$ cat src/rtl/serial_addsub_pkg.sv
// Shared definitions for the bit-serial adder/subtractor: FSM state encoding,
// default operand width and the signed-overflow helper.
package serial_addsub_pkg;

   localparam int DEFAULT_WIDTH = 8;

   typedef enum logic [1:0] {
      S_IDLE  = 2'd0,
      S_SHIFT = 2'd1,
      S_DONE  = 2'd2
   } state_t;

   // Signed overflow: carry into the MSB disagrees with carry out of the MSB.
   function automatic logic signed_ovf(input logic c_in_msb, input logic c_out_msb);
      return c_in_msb ^ c_out_msb;
   endfunction

endpackage

$ cat src/rtl/serial_addsub_full_adder.sv
// Single-bit full adder cell: the only arithmetic slice of the serial datapath.
module serial_addsub_full_adder (
   input  logic a,
   input  logic b,
   input  logic c,
   output logic c_out,
   output logic s
);

   assign s     = a ^ b ^ c;
   assign c_out = (a & b) | (a & c) | (b & c);

endmodule

$ cat src/rtl/serial_addsub.sv
// Bit-serial WIDTH-bit adder/subtractor. One bit per clock, LSB first, using a
// single full-adder slice. Subtraction is A + ~B + 1: B is inverted and the
// carry flop is preset to 1 when the operation is accepted.
module serial_addsub
   import serial_addsub_pkg::*;
#(
   parameter int WIDTH = DEFAULT_WIDTH
) (
   input  logic             clk,
   input  logic             rst_n,
   input  logic             start,
   input  logic             sub,
   input  logic [WIDTH-1:0] a,
   input  logic [WIDTH-1:0] b,
   output logic             busy,
   output logic             done,
   output logic [WIDTH-1:0] result,
   output logic             c_out,
   output logic             overflow
);

   localparam int                CNT_W    = $clog2(WIDTH) + 1;
   localparam logic [CNT_W-1:0] LAST_CNT = CNT_W'(WIDTH - 1);
   localparam logic [CNT_W-1:0] CNT_ONE  = CNT_W'(1);

   state_t             state_r;
   logic [WIDTH-1:0]   opa_r;
   logic [WIDTH-1:0]   opb_r;
   logic [WIDTH-1:0]   acc_r;
   logic               carry_r;
   logic [CNT_W-1:0]   cnt_r;
   logic               fa_sum_s;
   logic               fa_carry_s;
   logic               accept_s;

   serial_addsub_full_adder u_fa (
      .a     (opa_r[0]),
      .b     (opb_r[0]),
      .c     (carry_r),
      .c_out (fa_carry_s),
      .s     (fa_sum_s)
   );

   // A new operation is taken only when no operation is in flight (IDLE or DONE).
   always_comb begin
      accept_s = 1'b0;
      if (start && ((state_r == S_IDLE) || (state_r == S_DONE))) begin
         accept_s = 1'b1;
      end else begin
         accept_s = 1'b0;
      end
   end

   // FSM, serial datapath and registered outputs in one clocked process.
   always_ff @(posedge clk) begin
      if (!rst_n) begin
         state_r  <= S_IDLE;
         opa_r    <= '0;
         opb_r    <= '0;
         acc_r    <= '0;
         carry_r  <= 1'b0;
         cnt_r    <= '0;
         busy     <= 1'b0;
         done     <= 1'b0;
         result   <= '0;
         c_out    <= 1'b0;
         overflow <= 1'b0;
      end else begin
         done <= 1'b0;
         if (accept_s) begin
            state_r <= S_SHIFT;
            opa_r   <= a;
            opb_r   <= sub ? ~b : b;
            carry_r <= sub;
            acc_r   <= '0;
            cnt_r   <= '0;
            busy    <= 1'b1;
         end else begin
            case (state_r)
               S_IDLE: begin
                  state_r <= S_IDLE;
                  busy    <= 1'b0;
               end
               S_SHIFT: begin
                  acc_r   <= {fa_sum_s, acc_r[WIDTH-1:1]};
                  opa_r   <= {1'b0, opa_r[WIDTH-1:1]};
                  opb_r   <= {1'b0, opb_r[WIDTH-1:1]};
                  carry_r <= fa_carry_s;
                  cnt_r   <= cnt_r + CNT_ONE;
                  if (cnt_r == LAST_CNT) begin
                     // carry_r is the carry into the MSB on this final bit.
                     state_r  <= S_DONE;
                     busy     <= 1'b0;
                     done     <= 1'b1;
                     result   <= {fa_sum_s, acc_r[WIDTH-1:1]};
                     c_out    <= fa_carry_s;
                     overflow <= signed_ovf(carry_r, fa_carry_s);
                  end else begin
                     state_r <= S_SHIFT;
                     busy    <= 1'b1;
                  end
               end
               S_DONE: begin
                  state_r <= S_IDLE;
                  busy    <= 1'b0;
               end
               default: begin
                  state_r <= S_IDLE;
                  busy    <= 1'b0;
               end
            endcase
         end
      end
   end

endmodule

$ cat config.mk
export PLATFORM = sky130hd
export DESIGN_NAME = serial_addsub
export DESIGN_NICKNAME = d
export VERILOG_FILES = /design/src/rtl/serial_addsub_pkg.sv /design/src/rtl/serial_addsub_full_adder.sv /design/src/rtl/serial_addsub.sv
export SDC_FILE = /design/constraint.sdc
export NUM_CORES = 1
export LEC_CHECK = 0
export CORE_MARGIN = 5
export CORE_UTILIZATION = 55
export DETAILED_ROUTE_END_ITERATION = 8
export HOLD_SLACK_MARGIN = 0.06
export PLACE_DENSITY = 0.86
export SYNTH_ARGS = -nofsm -noshare
export SYNTH_HDL_FRONTEND = slang
export SYNTH_SLANG_ARGS = --single-unit
$ cat constraint.sdc
create_clock -name clk -period 2.4 [get_ports clk]
set_input_delay 0.48 -clock clk [delete_from_list [all_inputs] [get_ports clk]]
set_output_delay 0.48 -clock clk [all_outputs]
set_load 0.1 [all_outputs]
==> metrics.md <==
| Metric | Value |
|---|---|
| Via count | `1381` |
| WL final | `3.29 mm` |
| Largest stage delay, worst path | `440 ps` |
| CTS tree | `built` |
| Clk slew on worst S/H paths | `120 ps` |
| ANT nets after route | `0` |
| Final worst hold slack | `464 ps` |
| Most frequent cells in the layout | `47 x nand2_1, 40 x dfxtp_1, 19 x clkdlybuf4s50_1, 18 x buf_4, 11 x nand3_1` |
| CTS Buffer Depth | `2` |
| Worst min path class | `flip-flop to flip-flop` |
| Crit start category | `flip-flop` |
| Final GP Congestion | `0.717` |
| WP buf/inv | `1` |
| Tmin final | `1600 ps` |
| Worst Hold Launch | `c_out` |
| Register bit total from synthesis | `40` |
| Pleak | `0.768 nW` |
| Fmax | `0.625 GHz` |
| Starting Density | `0.567` |
| Crit path required time | `1920 ps` |
| Syn_nets | `217` |
| Die Ht | `65.8 µm` |
| Compound-Gate Fraction of Synth Area | `0.157` |
| FP Rows | `20` |
| Detailed placement HPWL | `2.30 mm` |
| Die width | `65.8 µm` |
| Die footprint | `4340 µm²` |
| Crit path DAT | `1120 ps` |
| Crit-path cells | `buf_4` |
| Routed vias/inst | `5.15` |
| Max Slew Vio Count | `0` |
| CP Capture Type | `output port` |
| Core ar. | `3030 µm²` |
| Yosys Warn Count | `0` |
| GRT Overall Usage | `0.167` |
| Post-Synth Simple-Gate Area | `0.195` |
| Mapped Cells | `195` |
| Area grow syn2layout | `20.1%` |
| CTS Root Cell | `clkbuf_4` |
| Commonest non-fill, non-tap cell in the layout | `nand2_1` |
| Critical path fanouts, max | `6` |
| Ant. Diodes | `0` |
| Skew final | `15.0 ps` |
| First-pass GRT wire length | `5.53 mm` |
| Mapped cell area | `1720 µm²` |
| H-tree depth | `2` |
| Vias in the first global route | `1299` |
| RR Startpoint | `done` |
| Worst Tran Pin Value | `681 ps` |
| First drt pass iteration count | `4` |
| Main combinational cell family by area after synthesis | `simple AND/OR/NAND/NOR gates` |
| Post-synthesis xor/xnor area fraction | `0.0562` |
| CTS resizes | `0` |
| Wire length per cell | `12.3 µm` |
| DRT iter0 DRCs | `69` |
| IO buf count | `31` |
| Initial antenna violation count | `0` |
| Final nets | `245` |
| CP top delay family | `flip-flops` |
| Layout cells sized above 1 | `0.121` |
| Max-Cap Viols | `0` |
| Seq/Total Area, Yosys | `0.467` |
| RSZ-0062 raised after global routing | `no` |
| Grt ovf | `0` |
| Cts hold-fix bufs | `0` |
| Slowest CP cell | `dfxtp_1` |
| Final-report hold violation count | `0` |
| Clk_lat worst skew | `360 ps` |
| Largest net degree at the start of global routing | `20` |
| Crit Path Category | `flip-flop to output port` |
| Peak supply drop | `0.000367 V` |
| Post-synth cell types | `31` |
| Avg Cell Area, Syn | `8.80 µm²` |
| Cell Pwr Density | `594 nW/µm²` |
| Sink Count | `40` |
| Crit path launch | `busy` |
| Crit share post-route | `0.667` |
| Number of remaining DRC errors | `0` |
| Num CTS Buffers | `5` |
| Post-Synth Adder-Cell Area | `0.0190` |
| Post-CTS Setup Bufs | `0` |
| Worst rel slew slack | `0.546` |
| Outcome | `complete, no violations` |
| I/O pin cnt | `32` |
| Setup_tns | `0 ps` |
| Finish-stage setup viols | `0` |
| Fraction of synthesized area in multiplexers | `0.0525` |
[cells by family (layout without fill, tap and decap cells)]
group           count (synthesis)  in the layout
simple gates                   76             76
compound gates                 41             41
flops                          40             40
buf+inv                        16             45
xor+xnor                       11             11
mux                             9              9
fa+ha+maj                       2              2
[worst min-delay path, delay by kind of cell (launching register included)]
family           cells  cell delay (ps)
AND/OR/NAND/NOR      1               50
multiplexers         1               50
flip-flops           1              320
[path summary, 6_finish.rpt]
kind / slack, ps / cells past startpoint / end
worst max-delay path: 800 / 1 / busy
worst min-delay path: 460 / 2 / c_out
worst max register to register: 820 / 4 / opa_r[2]
worst min register to register: 460 / 2 / c_out
[through the flow]
| stage | instances | total power [mW] | worst slack [ps] | area, µm² | utilization |
|---|---|---|---|---|---|
| CTS | 268 | 1.23 | 778 | 2060 | 0.681 |
| detailed placement | 260 | 0.900 | 432 | 2000 | 0.662 |
| finish | 268 | 1.22 | 800 | 2060 | 0.681 |
| global placement | 260 | 0.895 | 488 | 2000 | 0.662 |
| floorplan | 195 | 0.842 | 484 | 1720 | - |
| global route | 268 | 1.29 | 628 | 2060 | 0.681 |
[per-layer routing]
| metal | GRT usage | part of all wire |
|---|---|---|
| met5 | 0 | 0 |
| met3 | 0.0459 | 0.055 |
| met2 | 0.283 | 0.48 |
| met4 | 0.104 | 0.026 |
| met1 | 0.183 | 0.44 |
[cell usage after synthesis (all sizes together)]
library cell  count  area [µm²]
and2              2        15.0
o211a             1        10.0
nand3            11        55.1
nor2              5        18.8
o21ai             6        30.0
xor2              9        78.8
and3              1        6.26
ha                1        12.5
fa                1        20.0
and2b             1        7.51
dfxtp            40         801
buf              13        80.1
nor3              3        15.0
xnor2             2        17.5
a21boi            9        67.6
nand3b            1        7.51
nand2            47         176
and3b             1        8.76
a22oi             8        60.1
a31oi             4        25.0
o221ai            3        26.3
nor2b             1        6.26
nand2b            2        12.5
clkbuf            3        11.3
a21oi            10        50.1
mux2i             9        90.1
or3               1        6.26
[report_power, final]
| group | switching [mW] | internal (mW) |
|---|---|---|
| combinational | 0.0959 | 0.0788 |
| clock | 0.225 | 0.112 |
| sequential | 0.0193 | 0.692 |
[registers in the layout, summed over array words and instances, names as in the netlist, 4 cells and up]
name    flops
opa_r       8
opb_r       8
result      8
acc_r       7
cnt_r       4
[cell type report]
cell class	count	area, µm²
clock buffers	5	37.5
clock inverters	3	18.8
fillers	270	967
multi-input cells	139	823
flip-flops and latches	40	801
well taps	44	55.1
repair buffers	37	325
Note: power is estimated with default switching activity, not from simulation.
